`src/rtl/ex_muldiv_sequencer.sv`:
```
// Multi-cycle MUL/DIV/REM unit beside EX: shift-add multiplier and restoring divider under one FSM.
// Optional MULDIV_EARLY_OUT_EN: trivial operands skip iteration, multiplies stop when the multiplier runs out.
module ex_muldiv_sequencer #(
  parameter int DATA_WIDTH = 64,
  parameter int WORD_WIDTH = 32
) (
  input  logic                  clk,
  input  logic                  reset,
  input  logic                  req_valid,
  output logic                  req_ready,
  input  logic [1:0]            op,
  input  logic                  signed_op,
  input  logic                  is_word_op,
  input  logic [DATA_WIDTH-1:0] operand_a,
  input  logic [DATA_WIDTH-1:0] operand_b,
  input  logic [4:0]            dst_reg,
  input  logic                  flush,
  output logic                  resp_valid,
  input  logic                  resp_ready,
  output logic [DATA_WIDTH-1:0] result,
  output logic [4:0]            resp_dst_reg,
  output logic                  busy
);

  localparam int CW = $clog2(DATA_WIDTH + 1);
  localparam logic [1:0] OP_MUL = 2'd0;
  localparam logic [1:0] OP_DIV = 2'd1;
  localparam logic [1:0] OP_REM = 2'd2;

  typedef enum logic [2:0] {IDLE, MUL_RUN, DIV_RUN, FIX, DONE} state_t;

  state_t                state_q, state_d;
  logic [1:0]            op_q, op_d;
  logic                  word_q, word_d;
  logic                  neg_q, neg_d;
  logic                  dbz_q, dbz_d;
  logic                  ovf_q, ovf_d;
  logic [DATA_WIDTH-1:0] a_raw_q, a_raw_d;
  logic [DATA_WIDTH-1:0] acc_q, acc_d;
  logic [DATA_WIDTH-1:0] opa_q, opa_d;
  logic [DATA_WIDTH-1:0] opb_q, opb_d;
  logic [DATA_WIDTH-1:0] result_q, result_d;
  logic [CW-1:0]         cnt_q, cnt_d;
  logic [4:0]            dst_q, dst_d;

  logic [DATA_WIDTH-1:0] a_ext, b_ext, a_mag, b_mag, min_val;
  logic                  a_neg, b_neg, dbz_in, ovf_in, accept;
  logic [DATA_WIDTH:0]   rem_shift, rem_diff;
  logic [DATA_WIDTH-1:0] raw, fixed;
  logic [CW-1:0]         last_cnt;

  // Operands at their active width, plus magnitudes for the unsigned datapath.
  always_comb begin
    if (is_word_op) begin
      a_ext   = {{(DATA_WIDTH-WORD_WIDTH){signed_op & operand_a[WORD_WIDTH-1]}}, operand_a[WORD_WIDTH-1:0]};
      b_ext   = {{(DATA_WIDTH-WORD_WIDTH){signed_op & operand_b[WORD_WIDTH-1]}}, operand_b[WORD_WIDTH-1:0]};
      min_val = {{(DATA_WIDTH-WORD_WIDTH+1){1'b1}}, {(WORD_WIDTH-1){1'b0}}};
    end else begin
      a_ext   = operand_a;
      b_ext   = operand_b;
      min_val = {1'b1, {(DATA_WIDTH-1){1'b0}}};
    end
    a_neg  = signed_op & a_ext[DATA_WIDTH-1];
    b_neg  = signed_op & b_ext[DATA_WIDTH-1];
    a_mag  = a_neg ? -a_ext : a_ext;
    b_mag  = b_neg ? -b_ext : b_ext;
    dbz_in = (b_ext == '0);
    ovf_in = signed_op && (b_ext == '1) && (a_ext == min_val);
    accept = req_valid && (state_q == IDLE) && !flush;
  end

  always_comb begin
    state_d  = state_q;
    op_d     = op_q;
    word_d   = word_q;
    neg_d    = neg_q;
    dbz_d    = dbz_q;
    ovf_d    = ovf_q;
    a_raw_d  = a_raw_q;
    acc_d    = acc_q;
    opa_d    = opa_q;
    opb_d    = opb_q;
    result_d = result_q;
    cnt_d    = cnt_q;
    dst_d    = dst_q;
    rem_shift = {acc_q, opa_q[DATA_WIDTH-1]};
    rem_diff  = rem_shift - {1'b0, opb_q};
    raw       = '0;
    fixed     = '0;
    last_cnt  = word_q ? CW'(WORD_WIDTH - 1) : CW'(DATA_WIDTH - 1);

    case (state_q)
      IDLE: begin
        if (accept) begin
          op_d    = op;
          word_d  = is_word_op;
          dst_d   = dst_reg;
          neg_d   = (op == OP_REM) ? a_neg : (a_neg ^ b_neg);
          dbz_d   = dbz_in;
          ovf_d   = ovf_in;
          a_raw_d = a_ext;
          acc_d   = '0;
          cnt_d   = '0;
          opb_d   = b_mag;
          // Dividend is left-aligned so its MSB always leaves from the top bit.
          opa_d   = (op != OP_MUL && is_word_op) ? (a_mag << (DATA_WIDTH - WORD_WIDTH)) : a_mag;
          case (op)
            OP_MUL:         state_d = MUL_RUN;
            OP_DIV, OP_REM: state_d = DIV_RUN;
            default:        state_d = FIX;
          endcase
`ifdef MULDIV_EARLY_OUT_EN
          if ((op == OP_MUL && (a_ext == '0 || b_ext == '0)) ||
              ((op == OP_DIV || op == OP_REM) && (dbz_in || ovf_in)))
            state_d = FIX;
`endif
        end
      end
      MUL_RUN: begin
        if (opb_q[0]) acc_d = acc_q + opa_q;
        opa_d = opa_q << 1;
        opb_d = opb_q >> 1;
        cnt_d = cnt_q + CW'(1);
        if (cnt_q == last_cnt) state_d = FIX;
`ifdef MULDIV_EARLY_OUT_EN
        if (opb_q[DATA_WIDTH-1:1] == '0) state_d = FIX;
`endif
      end
      DIV_RUN: begin
        // Top bit of the difference is the borrow: clear means the divisor fits.
        if (!rem_diff[DATA_WIDTH]) begin
          acc_d = rem_diff[DATA_WIDTH-1:0];
          opa_d = {opa_q[DATA_WIDTH-2:0], 1'b1};
        end else begin
          acc_d = rem_shift[DATA_WIDTH-1:0];
          opa_d = {opa_q[DATA_WIDTH-2:0], 1'b0};
        end
        cnt_d = cnt_q + CW'(1);
        if (cnt_q == last_cnt) state_d = FIX;
      end
      FIX: begin
        case (op_q)
          OP_MUL, OP_REM: raw = acc_q;
          OP_DIV:         raw = opa_q;
          default:        raw = '0;
        endcase
        fixed = neg_q ? -raw : raw;
        if (op_q == OP_DIV || op_q == OP_REM) begin
          if (dbz_q)      fixed = (op_q == OP_DIV) ? '1 : a_raw_q;
          else if (ovf_q) fixed = (op_q == OP_DIV) ? a_raw_q : '0;
        end
        if (word_q) fixed = {{(DATA_WIDTH-WORD_WIDTH){fixed[WORD_WIDTH-1]}}, fixed[WORD_WIDTH-1:0]};
        result_d = fixed;
        state_d  = DONE;
      end
      DONE: begin
        if (resp_ready || flush) state_d = IDLE;
      end
      default: state_d = IDLE;
    endcase

    // A squashed op never reaches the result register.
    if (flush && (state_q == MUL_RUN || state_q == DIV_RUN || state_q == FIX)) begin
      state_d  = IDLE;
      result_d = result_q;
    end
  end

  always_ff @(posedge clk or negedge reset) begin
    if (!reset) begin
      state_q  <= IDLE;
      op_q     <= '0;
      word_q   <= 1'b0;
      neg_q    <= 1'b0;
      dbz_q    <= 1'b0;
      ovf_q    <= 1'b0;
      a_raw_q  <= '0;
      acc_q    <= '0;
      opa_q    <= '0;
      opb_q    <= '0;
      result_q <= '0;
      cnt_q    <= '0;
      dst_q    <= '0;
    end else begin
      state_q  <= state_d;
      op_q     <= op_d;
      word_q   <= word_d;
      neg_q    <= neg_d;
      dbz_q    <= dbz_d;
      ovf_q    <= ovf_d;
      a_raw_q  <= a_raw_d;
      acc_q    <= acc_d;
      opa_q    <= opa_d;
      opb_q    <= opb_d;
      result_q <= result_d;
      cnt_q    <= cnt_d;
      dst_q    <= dst_d;
    end
  end

  assign req_ready    = (state_q == IDLE);
  assign busy         = (state_q != IDLE);
  assign resp_valid   = (state_q == DONE);
  assign result       = result_q;
  assign resp_dst_reg = dst_q;

endmodule

```
`config.mk`:
```
export PLATFORM = sky130hd
export DESIGN_NAME = ex_muldiv_sequencer
export DESIGN_NICKNAME = d
export VERILOG_FILES = /design/src/rtl/ex_muldiv_sequencer.sv
export SDC_FILE = /design/constraint.sdc
export NUM_CORES = 2
export LEC_CHECK = 0
export CAP_MARGIN = 20
export CORE_ASPECT_RATIO = 0.75
export CORE_MARGIN = 4
export CORE_UTILIZATION = 45
export DETAILED_ROUTE_END_ITERATION = 6
export HOLD_SLACK_MARGIN = 0.06
export SLEW_MARGIN = 20
export SYNTH_ARGS = -nofsm -noshare
export SYNTH_HDL_FRONTEND = slang
export SYNTH_SLANG_ARGS = --single-unit
```
`constraint.sdc`:
```
create_clock -name clk -period 4.1 [get_ports clk]
set_input_delay 0.82 -clock clk [delete_from_list [all_inputs] [get_ports clk]]
set_output_delay 0.82 -clock clk [all_outputs]
set_load 0.1 [all_outputs]
```
==> results.tsv <==
stage	metric	value	unit
floorplan	Die W	308	um
worst_setup_path	crit end category	register	
synthesis	Primary FF master, synth	dfrtp_1	
sta	unrepaired setup endpoints after global routing	yes	
global_route	GRT Total Usage	33.8	%
final_layout	commonest non-fill, non-tap cell in the layout	nand2_1	
placement	Placement Setup Slack	-258	ps
worst_setup_path	Top delay family on crit path	compound AO/OA/AOI/OAI gates	
sta	max-slew violations	0	
synthesis	mux cell area share after synthesis	1.15	%
placement	RD Place Congestion	0.997	
floorplan	Core Area	66900	um^2
clock_network	Clock transition at path regs	60	ps
sta	fin crit period	3940	ps
synthesis	largest family of logic cells by synthesized area	compound AO/OA/AOI/OAI gates	
synthesis	Avg Inst Size Synth	7.44	um^2
floorplan	cell row count	82	
route	DR vias/cell	6.20	
synthesis	Post-synth EDFFs	0	
floorplan	Starting Density	45.4	%
clock_network	H-tree depth	2	
global_route	initial antenna violation count	0	
synthesis	Netlist Area Pre-Place	30400	um^2
synthesis	Yosys top cell area share	28.1	%
worst_setup_path	Crit-path slowest cell	dfrtp_1	
synthesis	#FFs+latches synth	341	
min_path	Hold Crit Class	in2async	
synthesis	simple-gate portion of the synthesized area	21.4	%
floorplan	die area	71800	um^2
worst_setup_path	Req. time, crit path	4600	ps
route	DR iter-0 viols	3670	
route	Routed WL	126000	um
route	First-pass DRT Iterations	6	
global_route	global-route wire length before repair	188000	um
worst_setup_path	CP Cell Sequence	inv_2 -> ha_4 -> inv_1 -> fa_2 -> a21o_1 -> a311oi_2 -> o21ai_1 -> o2111ai_1 -> buf_4 -> a211oi_1 -> nor3_1 -> buf_4 -> o22ai_2 -> xnor2_4 -> buf_12 -> buf_12 -> buf_4 -> nor4_2 -> a31oi_1 -> a21oi_1	
final_layout	share of cells above drive strength 1	11.7	%
job	max-cap viol count	0	
global_route	largest net degree at the start of global routing	146	
synthesis	register area share after synthesis	28.1	%
sta	final worst slack	157	ps
route	DRT antenna net count	0	
floorplan	io pins	214	
synthesis	Yosys top cell by area	dfrtp_1	
worst_setup_path	WP buf/inv	7	
synthesis	Async SR Flop Fraction	100	%
sta	Max Freq	254	MHz
sta	Final Hold Vio Count	0	
clock_network	CTS tree	done	
synthesis	post-synthesis xor/xnor area fraction	8.15	%
placement	HPWL Detailed	98400	um
synthesis	Syn Inst Count	4086	
worst_setup_path	worst path arrival time	4450	ps
synthesis	largest cells by area after synthesis	dfrtp_1 28%, a21oi_1 7.7%, o21ai_0 6.5%	
worst_setup_path	element type at the critical path start	register	
worst_setup_path	Crit Path Class	reg2reg	
synthesis	Synth Area in Compound Gates	30.1	%
sta	clock skew	39.2	ps
worst_setup_path	CP peak stage delay	430	ps
global_route	number of global-route vias before repair	30400	
placement	Buffers on Ports	213	
route	routed vias	32900	
synthesis	warnings from Yosys	0	
synthesis	Post-Syn Nets	4368	
worst_setup_path	Max FO, Critical Path	9	
global_route	final global-route overflow total	0	
sta	slew of the pin with the lowest slew margin	1080	ps
clock_network	Root Buffer	clkbuf_16	
clock_network	CTS sink cnt	341	
synthesis	synth unique cells	99	
sta	worst rel slew slack	27.6	%
worst_setup_path	cell mode on critical path	buf_4	
sta	Tcrit/Tclk final	96.2	%
outcome	outcome	finished clean	
route	DRC	0	
route	per-cell routed wire length	23.7	um
clock_network	CTS Buf Count	42	
floorplan	die height	233	um
clock_network	Worst-Skew Late Latency	610	ps
sta	Setup Viol. Count Final	0	
final_layout	most frequent cells in the layout	508 x nand2_1, 467 x a21oi_1, 384 x o21ai_0	
clock_network	Clock Path Buffers	3	
final_layout	Area Growth Syn to Fin	21.7	%
final_layout	nets@finish	4673	
synthesis	Adder-Cell Fraction of Synth Area	5.81	%
[metrics by stage]
| step | cell area, um^2 | setup TNS [ps] | cells | hold slack [ps] | util [%] |
|---|---|---|---|---|---|
| after global routing | 37000 | -125 | 5305 | 270 | 55.3 |
| after floorplan | 30400 | 0 | 4086 | 446 | - |
| after detailed placement | 35200 | -3200 | 5220 | 466 | 52.6 |
| after CTS | 36700 | 0 | 5296 | 255 | 54.9 |
| after global placement | 35200 | -1780 | 5220 | 460 | 52.6 |
| final | 37000 | 0 | 5306 | 230 | 55.3 |
[cell usage after synthesis, types with 16 or more instances]
cell type and number:
a21boi_0 21, a21o_1 71, a21oi_1 468, a221oi_1 36
a22oi_1 113, a31oi_1 67, and2_1 23, and3_1 29
buf_2 21, clkbuf_1 239, dfrtp_1 341, ha_1 138
inv_1 134, mux2_2 16, mux2i_1 17, nand2_1 508
nand2b_1 71, nand3_1 67, nand4_1 51, nor2_1 378
nor2b_1 24, nor3_1 92, nor4_1 34, o211ai_1 18
o21a_1 32, o21ai_0 394, o21bai_1 22, o221ai_1 24
o22ai_1 20, o31ai_1 42, o41ai_1 16, or3_1 33
xnor2_1 165, xor2_1 116
[worst paths after layout]
| check | from | cells after the start | endpoint | slack, ps |
|---|---|---|---|---|
| setup / recovery | opa_q[63]$_DFFE_PN0P_ | 20 | acc_q[7]$_DFFE_PN0P_ | 160 |
| setup reg to reg | opa_q[63]$_DFFE_PN0P_ | 20 | acc_q[7]$_DFFE_PN0P_ | 160 |
| min in group clk | resp_dst_reg[3]$_DFFE_PN0P_ | 2 | resp_dst_reg[3]$_DFFE_PN0P_ | 480 |
| hold reg to reg | resp_dst_reg[3]$_DFFE_PN0P_ | 2 | resp_dst_reg[3]$_DFFE_PN0P_ | 480 |
| hold / removal | reset | 1 | opb_q[8]$_DFFE_PN0P_ | 230 |
| max in group asynchronous | reset | 2 | dbz_q$_DFFE_PN0P_ | 3020 |
[worst reg2reg max path, stage by stage, from the launching register on]
cell       delay, ps
dfrtp_1          430
inv_2            130
ha_4             180
inv_1             70
fa_2             350
a21o_1           200
a311oi_2         290
o21ai_1          130
o2111ai_1        190
buf_4            180
a211oi_1         100
nor3_1           220
buf_4            170
o22ai_2          100
xnor2_4          190
buf_12           160
buf_12           150
buf_4            160
nor4_2           240
a31oi_1           70
a21oi_1          140
[kinds of logic after synthesis]
| logic type | after synthesis |
|---|---|
| buffers and inverters | 418 |
| adder cells (fa/ha/maj) | 140 |
| flip-flops | 341 |
| AO/OA/AOI/OAI | 1484 |
| XOR/XNOR | 282 |
| AND/OR/NAND/NOR | 1388 |
| multiplexers | 33 |
[routing by layer]
layer / wire length (um) / up-vias / GRT usage (%) / share of wire, %
li1: - / 15400 / - / -
met4: 2200 / 0 / 6.54 / 1.7
met1: 57400 / 15800 / 49.9 / 46
met5: 0 / - / 0 / 0
met2: 52400 / 1518 / 49.2 / 42
met3: 14000 / 133 / 9.72 / 11
[final cells by class]
type	instances	area [um^2]
clock inverters	19	282
well taps	882	1100
inverters	137	514
repair buffers	542	4880
fillers	6458	29900
flip-flops and latches	341	8540
diodes	1	2.50
multi-input cells	3327	20500
clock buffers	57	1210
[timing repair]
item | in CTS | in global routing
pin swaps | 0 | 12
hold buffers | 0 | 0
resized for setup | 4 | 40
gates cloned | 0 | 3
endpoints found under the hold margin | 0 | 0
buffers inserted | 0 | 6
setup endpoints to repair | 57 | 82
Power is left out: the tool's default activity adds up to more than one toggle a clock period on the data nets, which glitch-free logic cannot reach.
